$ cat src/rtl/v_cnt_btn.sv
// Push-button production counter: three raw buttons are synchronized, debounced
// and edge-detected, then step a count saturating in 0..MAX.
module v_cnt_btn #(
    parameter int unsigned DEBOUNCE = 1000000,
    parameter int unsigned MAX      = 9999
) (
    input  logic        clk,
    input  logic        rst,
    input  logic        btn_inc,
    input  logic        btn_dec,
    input  logic        btn_clr,
    output logic [13:0] count,
    output logic        at_max,
    output logic        at_zero
);

    localparam int unsigned   NB    = 3;
    localparam int unsigned   DW    = $clog2(DEBOUNCE + 1);
    localparam logic [DW-1:0] DLAST = DW'(DEBOUNCE - 1);
    localparam logic [13:0]   CMAX  = 14'(MAX);

    // Bit order across all per-button vectors: [0]=inc, [1]=dec, [2]=clr.
    logic [NB-1:0] raw;
    logic [NB-1:0] sync1;
    logic [NB-1:0] sync2;
    logic [NB-1:0] stable;
    logic [NB-1:0] stable_q;
    logic [NB-1:0] press;
    logic [DW-1:0] dcnt [NB];

    assign raw = {btn_clr, btn_dec, btn_inc};

    always_ff @(posedge clk) begin
        if (rst) begin
            sync1    <= '0;
            sync2    <= '0;
            stable   <= '0;
            stable_q <= '0;
            for (int unsigned i = 0; i < NB; i++) begin
                dcnt[i] <= '0;
            end
        end else begin
            sync1    <= raw;
            sync2    <= sync1;
            stable_q <= stable;
            for (int unsigned i = 0; i < NB; i++) begin
                if (sync2[i] == stable[i]) begin
                    dcnt[i] <= '0;
                end else if (dcnt[i] == DLAST) begin
                    stable[i] <= sync2[i];
                    dcnt[i]   <= '0;
                end else begin
                    dcnt[i] <= dcnt[i] + DW'(1);
                end
            end
        end
    end

    // One-cycle pulse per accepted press; releases produce nothing.
    assign press = stable & ~stable_q;

    always_ff @(posedge clk) begin
        if (rst) begin
            count <= '0;
        end else if (press[2]) begin
            count <= '0;
        end else if (press[0] && !press[1]) begin
            if (count < CMAX) begin
                count <= count + 14'd1;
            end
        end else if (press[1] && !press[0]) begin
            if (count != '0) begin
                count <= count - 14'd1;
            end
        end
    end

    assign at_max  = (count == CMAX);
    assign at_zero = (count == '0);

endmodule

$ cat config.mk
export PLATFORM = sky130hd
export DESIGN_NAME = v_cnt_btn
export DESIGN_NICKNAME = d
export VERILOG_FILES = /design/src/rtl/v_cnt_btn.sv
export SDC_FILE = /design/constraint.sdc
export NUM_CORES = 1
export LEC_CHECK = 0
export BUFFER_PORTS_ARGS = -buffer_cell sky130_fd_sc_hd__buf_2
export CAP_MARGIN = 10
export CORE_MARGIN = 2
export CORE_UTILIZATION = 55
export DETAILED_ROUTE_END_ITERATION = 6
export PLACE_DENSITY = 0.79
export SYNTH_ARGS = -nofsm -noshare
export SYNTH_HDL_FRONTEND = slang
export SYNTH_SLANG_ARGS = --single-unit
$ cat constraint.sdc
create_clock -name clk -period 3.85 [get_ports clk]
set_input_delay 0.5775 -clock clk [delete_from_list [all_inputs] [get_ports clk]]
set_output_delay 0.5775 -clock clk [all_outputs]
set_load 0.01 [all_outputs]
Yosys cells after proc, flatten, opt, wreduce, memory -nomap -nowiden
Memories as Yosys holds them, arrays and structs flattened.
Index checks and enable logic that the tools add are counted.
W data, S select, Z words.

storage, ports and cells
  register bits = 26
  bits in writable memories = 60
  input bits = 5
  output and inout port bits = 16
  logic and storage cells = 97
  memories kept = 1

memories
  memory  words  bits a word  rd ports  clocked after memory_dff  wr ports  RTL line  source
  dcnt    3      20           3         0                         3         29        logic [DW-1:0] dcnt [NB];

operators by class
  $add $sub $neg = 5
  order comparisons = 1
  eq/ne operators = 8
  multiplexer cells = 48
  bitwise gates (word level) = 14
  reductions and logical operators = 13

operators with widths
  operator                 number
  $mux W20                 9
  $add A20 B1 Y20 const B  3
  $eq A20 B20 Y1 const B   3
  $mux W14                 4
  $mux W1                  35
  $add A14 B1 Y14 const B  1
  $eq A14 B14 Y1 const B   1
  $logic_not A14 Y1        1
  $lt A14 B14 Y1 const B   1
  $reduce_bool A14 Y1      1
  $sub A14 B1 Y14 const B  1
  $or A1 B1 Y1             9
  $reduce_and A2 Y1        3
  $reduce_bool A2 Y1       2
  $and A3 B3 Y3            1
  $eq A1 B1 Y1             3
  $not A1 Y1               3
  $not A3 Y3               1
  $reduce_and A3 Y1        1
  $logic_and A1 B1 Y1      2
  $logic_not A1 Y1         2
  $ne A2 B1 Y1 const B     1
  $reduce_or A2 Y1         1

Longest topological paths before layout
Gate-level depths: netlist of run 1.

  depth in word-level cells = 7
  depth in mapped cells = 10
  mapped depth without buffers = 10

Worst setup path before layout of run 1
No wires, ideal clock.

  path kind = reg-to-reg
  start point = reg stable[0]
  end point = reg count[12]
  setup time = 0.122 ns
  arrival time = 2.672 ns
  required time = 3.728 ns
  slack = 1.056 ns
  stages on the path, launching flop included = 11
  path buffers = 0
  clock period less this slack = 2.794 ns
  cell sequence = dfxtp_1 nor2b_1 ha_1 inv_1 ha_1 a21o_1 a221oi_2 nor4b_1 o31a_1 o211a_1 a311o_1

on the way
  cells in the longest elaborated chain, start to end = 5
  elaborated cells on any way between the ends = 9
  classes of those cells = eq/ne (1); mux (1); bitwise (1); reduce/logical (6)

RTL lines
  what                                 RTL line  source
  start: declaration                   26        logic [NB-1:0] stable;
  start signal: indexed assignment     50        stable[i] <= sync2[i];
  $and A3 B3 Y3 (*)                    60        assign press = stable & ~stable_q;
  $logic_not A1 Y1                     71        end else if (press[1] && !press[0]) begin
  $logic_and A1 B1 Y1                  71
  $reduce_bool A2 Y1 (no source line)  --
  $reduce_and A3 Y1 (no source line)   --
  end signal: assignment               69        count <= count + 14'd1;
  end signal: assignment               73        count <= count - 14'd1;
  end: declaration                     12        output logic [13:0] count,

Mark *: on every way between the ends. The rest lies on a longest branch, timed or not.
A chain may end at the register's enable or synchronous reset.

Worst setup path in the final report of run 1
Ends and elaborated chain as after synthesis.

==> results of run 1 <==
worst max-delay path: cells and delay by family (launching register included):
kind | cells | cell delay [ns]
compound gates | 5 | 1.41
fa+ha+maj | 2 | 0.59
buf+inv | 1 | 0.40
flops | 1 | 0.34
simple gates | 2 | 0.26
per-stage QoR:
stage / total power [mW] / utilization (%) / hold WS [ns] / cells
final: 1.678 / 64.27 / 0.4507 / 672
after global routing: 1.753 / 64.27 / 0.4706 / 672
after CTS: 1.695 / 64.27 / 0.4374 / 672
after detailed placement: 1.127 / 62.19 / 0.4400 / 656
after global placement: 1.125 / 62.19 / 0.4241 / 656
after floorplan: 1.111 / - / 0.4138 / 541
logic make-up after synthesis:
kind of cell | after synthesis
AOI/OAI and AO/OA | 52
xor gates and xnor gates | 60
adders and majority gates | 18
buffers and inverters | 22
DFF | 86
muxes | 5
other | 1
and+or+nand+nor | 238
cells in the final DEF (no fill, tap or decap), types with 8 or more instances in the layout:
| cell | count |
|---|---|
| nand3_1 | 34 |
| ha_1 | 17 |
| edfxtp_1 | 60 |
| o21ai_0 | 8 |
| or3_1 | 10 |
| clkbuf_8 | 9 |
| dfxtp_1 | 26 |
| conb_1 | 60 |
| a21oi_1 | 19 |
| xor2_1 | 33 |
| nand2_1 | 40 |
| xnor2_1 | 27 |
| nor4_1 | 8 |
| inv_1 | 10 |
| nor2b_1 | 12 |
| nand4_1 | 15 |
| nor3_1 | 10 |
| buf_2 | 20 |
| nor2_1 | 80 |
how the worst max path moves through the flow:
stage	from	end
final	stable[0]$_SDFFE_PP0P_	count[12]$_SDFFE_PP0P_
after global routing	stable[0]$_SDFFE_PP0P_	count[13]$_SDFFE_PP0P_
after CTS	stable[0]$_SDFFE_PP0P_	count[12]$_SDFFE_PP0P_
after detailed placement	stable[0]$_SDFFE_PP0P_	count[12]$_SDFFE_PP0P_
after global placement	stable[0]$_SDFFE_PP0P_	count[12]$_SDFFE_PP0P_
after floorplan	stable[0]$_SDFFE_PP0P_	count[12]$_SDFFE_PP0P_
metal layers:
metal	up-vias	routed length [µm]	GRT usage, %
met3	12	259	3.107
li1	1833	-	-
met4	0	127	6.609
met5	-	0	0
met1	1621	4062	24.89
met2	66	3783	31.25
registers in the layout (all words and copies together), names as in the netlist:
name	flops
sync1	3
stable	3
count	14
dcnt	60
sync2	3
stable_q	3
cell type report:
type | count | area share (%)
well taps | 105 | 2.463
flip-flops and latches | 86 | 43.54
clock inverters | 6 | 0.8445
repair buffers | 22 | 2.158
clock buffers | 10 | 2.393
multi-input cells | 433 | 47.90
inverters | 10 | 0.7037
power by group through the flow:
stage | clock network [mW] | logic, mW | registers (mW)
after global routing | 0.629 | 0.0722 | 1.05
after floorplan | 0 | 0.0507 | 1.06
after global placement | 0 | 0.0582 | 1.07
final | 0.570 | 0.0608 | 1.05
after detailed placement | 0 | 0.0589 | 1.07
after CTS | 0.588 | 0.0597 | 1.05
==> results.toml, run 1 <==
[run_status]
outcome = "completed"

[die]
die_area_um2 = 9383
die_h_um = 96.87
boundaryPins = 21
die_w_um = 96.87
start_util_pct = 57.15
coreArea_um2 = 8299
core.rowCount = 33

[global_routing]
grt-ovfl-total = 0
grt_use_total_pct = 18.78
grt_pass1_wl_um = 14920
antenna_found_initial = 0
grt_max_degree = 21
grt_pass1_vias = 3482

[pwr]
powerDensity_nw_per_um2 = 314.7
ir_drop_mv = 0.2333
swShare_pct = 23.77
combPwrFrac_pct = 3.6
pwr-share-seq_pct = 62.4
leakage_nw = 1.997
clockPowerShare_pct = 34.0
p_int_mw = 1.279
switchingPower_mw = 0.3989

[synthesis]
synth_most_common_cell = "nor2_1"
synthAdderAreaFrac_pct = 4.906
synth_compound_area_share_pct = 7.307
ys_types = 49
syn_avg_cell_area_um2 = 9.841
synth.area.mux_share_pct = 1.055
synthTopCellsByCount = "nor2_1 (80), edfxtp_1 (60), nand2_1 (40)"
synth_xor_area_share_pct = 11.08
synth_area_leaders = "edfxtp_1 (38%), dfxtp_1 (11%), nor2_1 (6.3%)"
async_flop_share_pct = 0
ys_ff_latch = 86
synth_top_area_share_pct = 37.98
netlist_area_um2 = 4743
synth_top_family_by_area = "simple AND/OR/NAND/NOR gates"
synth_top_area_cell = "edfxtp_1"
synth_ff_type = "edfxtp_1"
synth_simple_gate_area_share_pct = 24.77
yosysWarningCount = 0
syn_inst = 482
yosysSeqAreaShare_pct = 48.96
synth_edf_count = 60

[worst_hold_path]
min_path_cells = 2
min_from = "btn_dec"
hold-path-endpoint = "sync1[1]$_SDFF_PP0_"
hold_path.class = "input port to flip-flop"

[clock_tree]
clockBufferDepth = 2
clock_latency_ns = 0.35
cts_buffers = 9
cts_tree = "yes"
cts_setup_buffers = 0
root_buffer = "clkbuf_8"
cts_max_level = 3
cts_resized = 0
clk_pin_slew_worst_paths_ns = 0.09
ctsHoldBuffers = 0
cts.sinks = 86

[cells_and_area]
seq_area_um2 = 2322
multiInputGateArea_um2 = 2555
area_growth_pct = 12.45
final_area_um2 = 5334
drive_gt1_share_pct = 7.937
fillers = 669
layout.nets = 585
n_antenna_cell = 0

[timing]
finalHoldViolCount = 0
setup_viol = 0
worst_pin_slew_ns = 0.7998
setup_tns_ns = 0
rsz0062_at_grt = "false"
fin_crit_ns = 3.106
timing.final.crit_share_pct = 80.66
maxSlewViolCount = 0
max_freq_mhz = 322.0
slew_headroom_pct = 46.68
fin_skew_ns = 0.01619
setup_ws_ns = 0.7445

[setup_path]
cp_common_cell = "ha_1"
worstReg2RegEnd = "count[12]$_SDFFE_PP0P_"
r2r_cells = 10
rrSetupSlack_ns = 0.74
crit_type = "flip-flop to flip-flop"
r2r_start = "stable[0]$_SDFFE_PP0P_"
cp.required_ns = 4.09
path_cells = "nor2b_1 -> ha_1 -> inv_1 -> ha_1 -> a21o_1 -> a221oi_2 -> nor4b_1 -> o31a_1 -> o211a_1 -> a311o_1"
cp-end-kind = "flip-flop"
arrival_ns = 3.34
slowest_stage = "a221oi_2"
slowest_delay_ns = 0.41
path_max_fanout = 15
startpoint_type = "flip-flop"

[detailed_routing]
ant_nets = 0
drtIter0Drc = 160
viasPerCell = 5.256
dr.pass1.iters = 6
drt_wl_total_um = 8231
routedWlPerCell_um = 12.25
num_vias = 3532
drc_errors = 0

[placed_design]
port-buffer-count = 20
placed_cell_area_um2 = 5161
place_ws_ns = 0.7660
gp_congestion = 0.9519
hpwl_um = 6048

[flow_run]
maxCapViolations = 0
Note: power is estimated with default switching activity, not from simulation.
==> inputs of run 2 (changes only) <==
==> constraint.sdc (replaced) <==
create_clock -name clk -period 3.2 [get_ports clk]
set_input_delay 0.48 -clock clk [delete_from_list [all_inputs] [get_ports clk]]
set_output_delay 0.48 -clock clk [all_outputs]
set_load 0.01 [all_outputs]
==> results.toml, run 2 (synthesis gave the netlist of run 1 again) <==
[cells_and_area]
reg.largest.list = "dcnt: 60 flops, count: 14 flops"
layout.nets = 592
largest_reg_flops = 60
multiInputGateArea_um2 = 2557
fillers = 668
largest_register = "dcnt"
seq_area_um2 = 2322
area_growth_pct = 14.01
final_cells = 680
layout_common_cells = "nor2_1 (80), edfxtp_1 (60), conb_1 (60)"
finish.utilization_pct = 65.16
drive_gt1_share_pct = 9.408
layout_commonest_cell = "nor2_1"

[setup_path]
cp.required_ns = 3.47
cp-end-kind = "flip-flop"
startpoint_type = "flip-flop"
slowest_stage = "or3b_2"
cpLargestDelayFamily = "simple AND/OR/NAND/NOR gates"
startpoint = "stable[0]$_SDFFE_PP0P_"
slowest_delay_ns = 0.47
crit_buf_inv = 3
path_max_fanout = 6
r2r_start = "stable[0]$_SDFFE_PP0P_"
crit_type = "flip-flop to flip-flop"
path_cells = "nor2b_1 -> ha_2 -> clkinvlp_4 -> buf_4 -> buf_4 -> ha_1 -> a21oi_1 -> or3b_2 -> o221ai_1 -> mux2i_1 -> mux2i_1"
arrival_ns = 3.37

[timing]
max_freq_mhz = 322.5
fin_crit_ns = 3.100
fin_skew_ns = 0.01052
setup_viol = 0
maxSlewViolCount = 0
worst_pin_slew_ns = 0.7794
setup_tns_ns = 0
timing.final.crit_share_pct = 96.89
finalHoldViolCount = 0
slew_headroom_pct = 48.04
rsz0062_at_grt = "false"

[run_status]
outcome = "completed"

[clock_tree]
clock_latency_ns = 0.34
clockBufferDepth = 2
cts_max_level = 3
cts_tree = "yes"
clk_pin_slew_worst_paths_ns = 0.08
root_buffer = "clkbuf_8"
cts_buffers = 9
cts.sinks = 86
ctsHoldBuffers = 0

[global_routing]
grt_max_degree = 21
grt_pass1_vias = 3471
antenna_found_initial = 1
grt-ovfl-total = 0
grt_pass1_wl_um = 15020
grt_use_total_pct = 19.02

[die]
die_h_um = 96.87
start_util_pct = 57.15
core.rowCount = 33
die_w_um = 96.87
boundaryPins = 21
coreArea_um2 = 8299
die_area_um2 = 9383

[pwr]
leakage_nw = 2.035
powerDensity_nw_per_um2 = 378.4
ir_drop_mv = 0.3160

[placed_design]
hpwl_um = 6124
gp_congestion = 0.9352
dpl.cell_count = 658
port-buffer-count = 20

[worst_hold_path]
min_from = "btn_clr"
hold_path.class = "input port to flip-flop"

[detailed_routing]
routedWlPerCell_um = 12.72
drc_errors = 0
drtIter0Drc = 141
viasPerCell = 5.343
drt_wl_total_um = 8652
dr.pass1.iters = 4
ant_nets = 0
num_vias = 3633

[flow_run]
maxCapViolations = 0
## run 2: cell types whose count changed in the layout (fill, tap and decap cells not counted), sizes merged
cell | before | now
diode | 0 | 1
buf | 22 | 28
clkbuf | 10 | 12
inv | 12 | 10
clkinv | 1 | 2
## run 2: cell type report
class                   count  share of cell area [%]
flip-flops and latches     86                   42.94
clock inverters             4                  0.5553
inverters                  10                  0.7635
well taps                 105                   2.429
clock buffers              12                   2.869
repair buffers             28                   2.962
repair inverters            1                  0.1388
multi-input cells         433                   47.29
diodes                      1                 0.04627
## run 2: final timing paths
kind / end / cells after the start / slack (ns)
worst max-delay path: count[13]$_SDFFE_PP0P_ / 11 / 0.1
worst min-delay path: sync1[2]$_SDFF_PP0_ / 2 / 0.35
worst max register to register: count[13]$_SDFFE_PP0P_ / 11 / 0.1
worst min register to register: sync2[0]$_SDFF_PP0_ / 1 / 0.46
## run 2: stage by stage
step	power, mW	hold slack [ns]	worst slack, ns	area [µm²]
4_1_cts	2.068	0.3332	0.1053	5361
6_report	2.046	0.3482	0.09958	5408
3_3_place_gp	1.353	0.4233	0.2805	5176
2_1_floorplan	1.336	0.4138	0.4064	4965
5_1_grt	2.131	0.3373	0.001115	5408
3_5_place_dp	1.357	0.4402	0.1468	5176
## run 2: timing repair
action / in CTS / in global routing
buffers inserted: 0 / 4
endpoints found under the setup margin: 0 / 2
hold endpoints to repair: 0 / 0
resized for setup: 0 / 3
## run 2: report_power, final
part	internal (mW)	total [mW]	switching (mW)	leakage, nW
clock	0.328	0.712	0.384	0.0930
sequential	1.22	1.26	0.0356	0.830
combinational	0.0288	0.0742	0.0454	1.11
total	1.58	2.05	0.465	2.04
## run 2: routing by layer
layer  vias up  track usage (%)  wire length (µm)
met5         -                0                 0
met4         0            6.501               104
met3        10            4.263               304
met2        60            30.77              4153
met1      1705            25.34              4090
li1       1858                -                 -
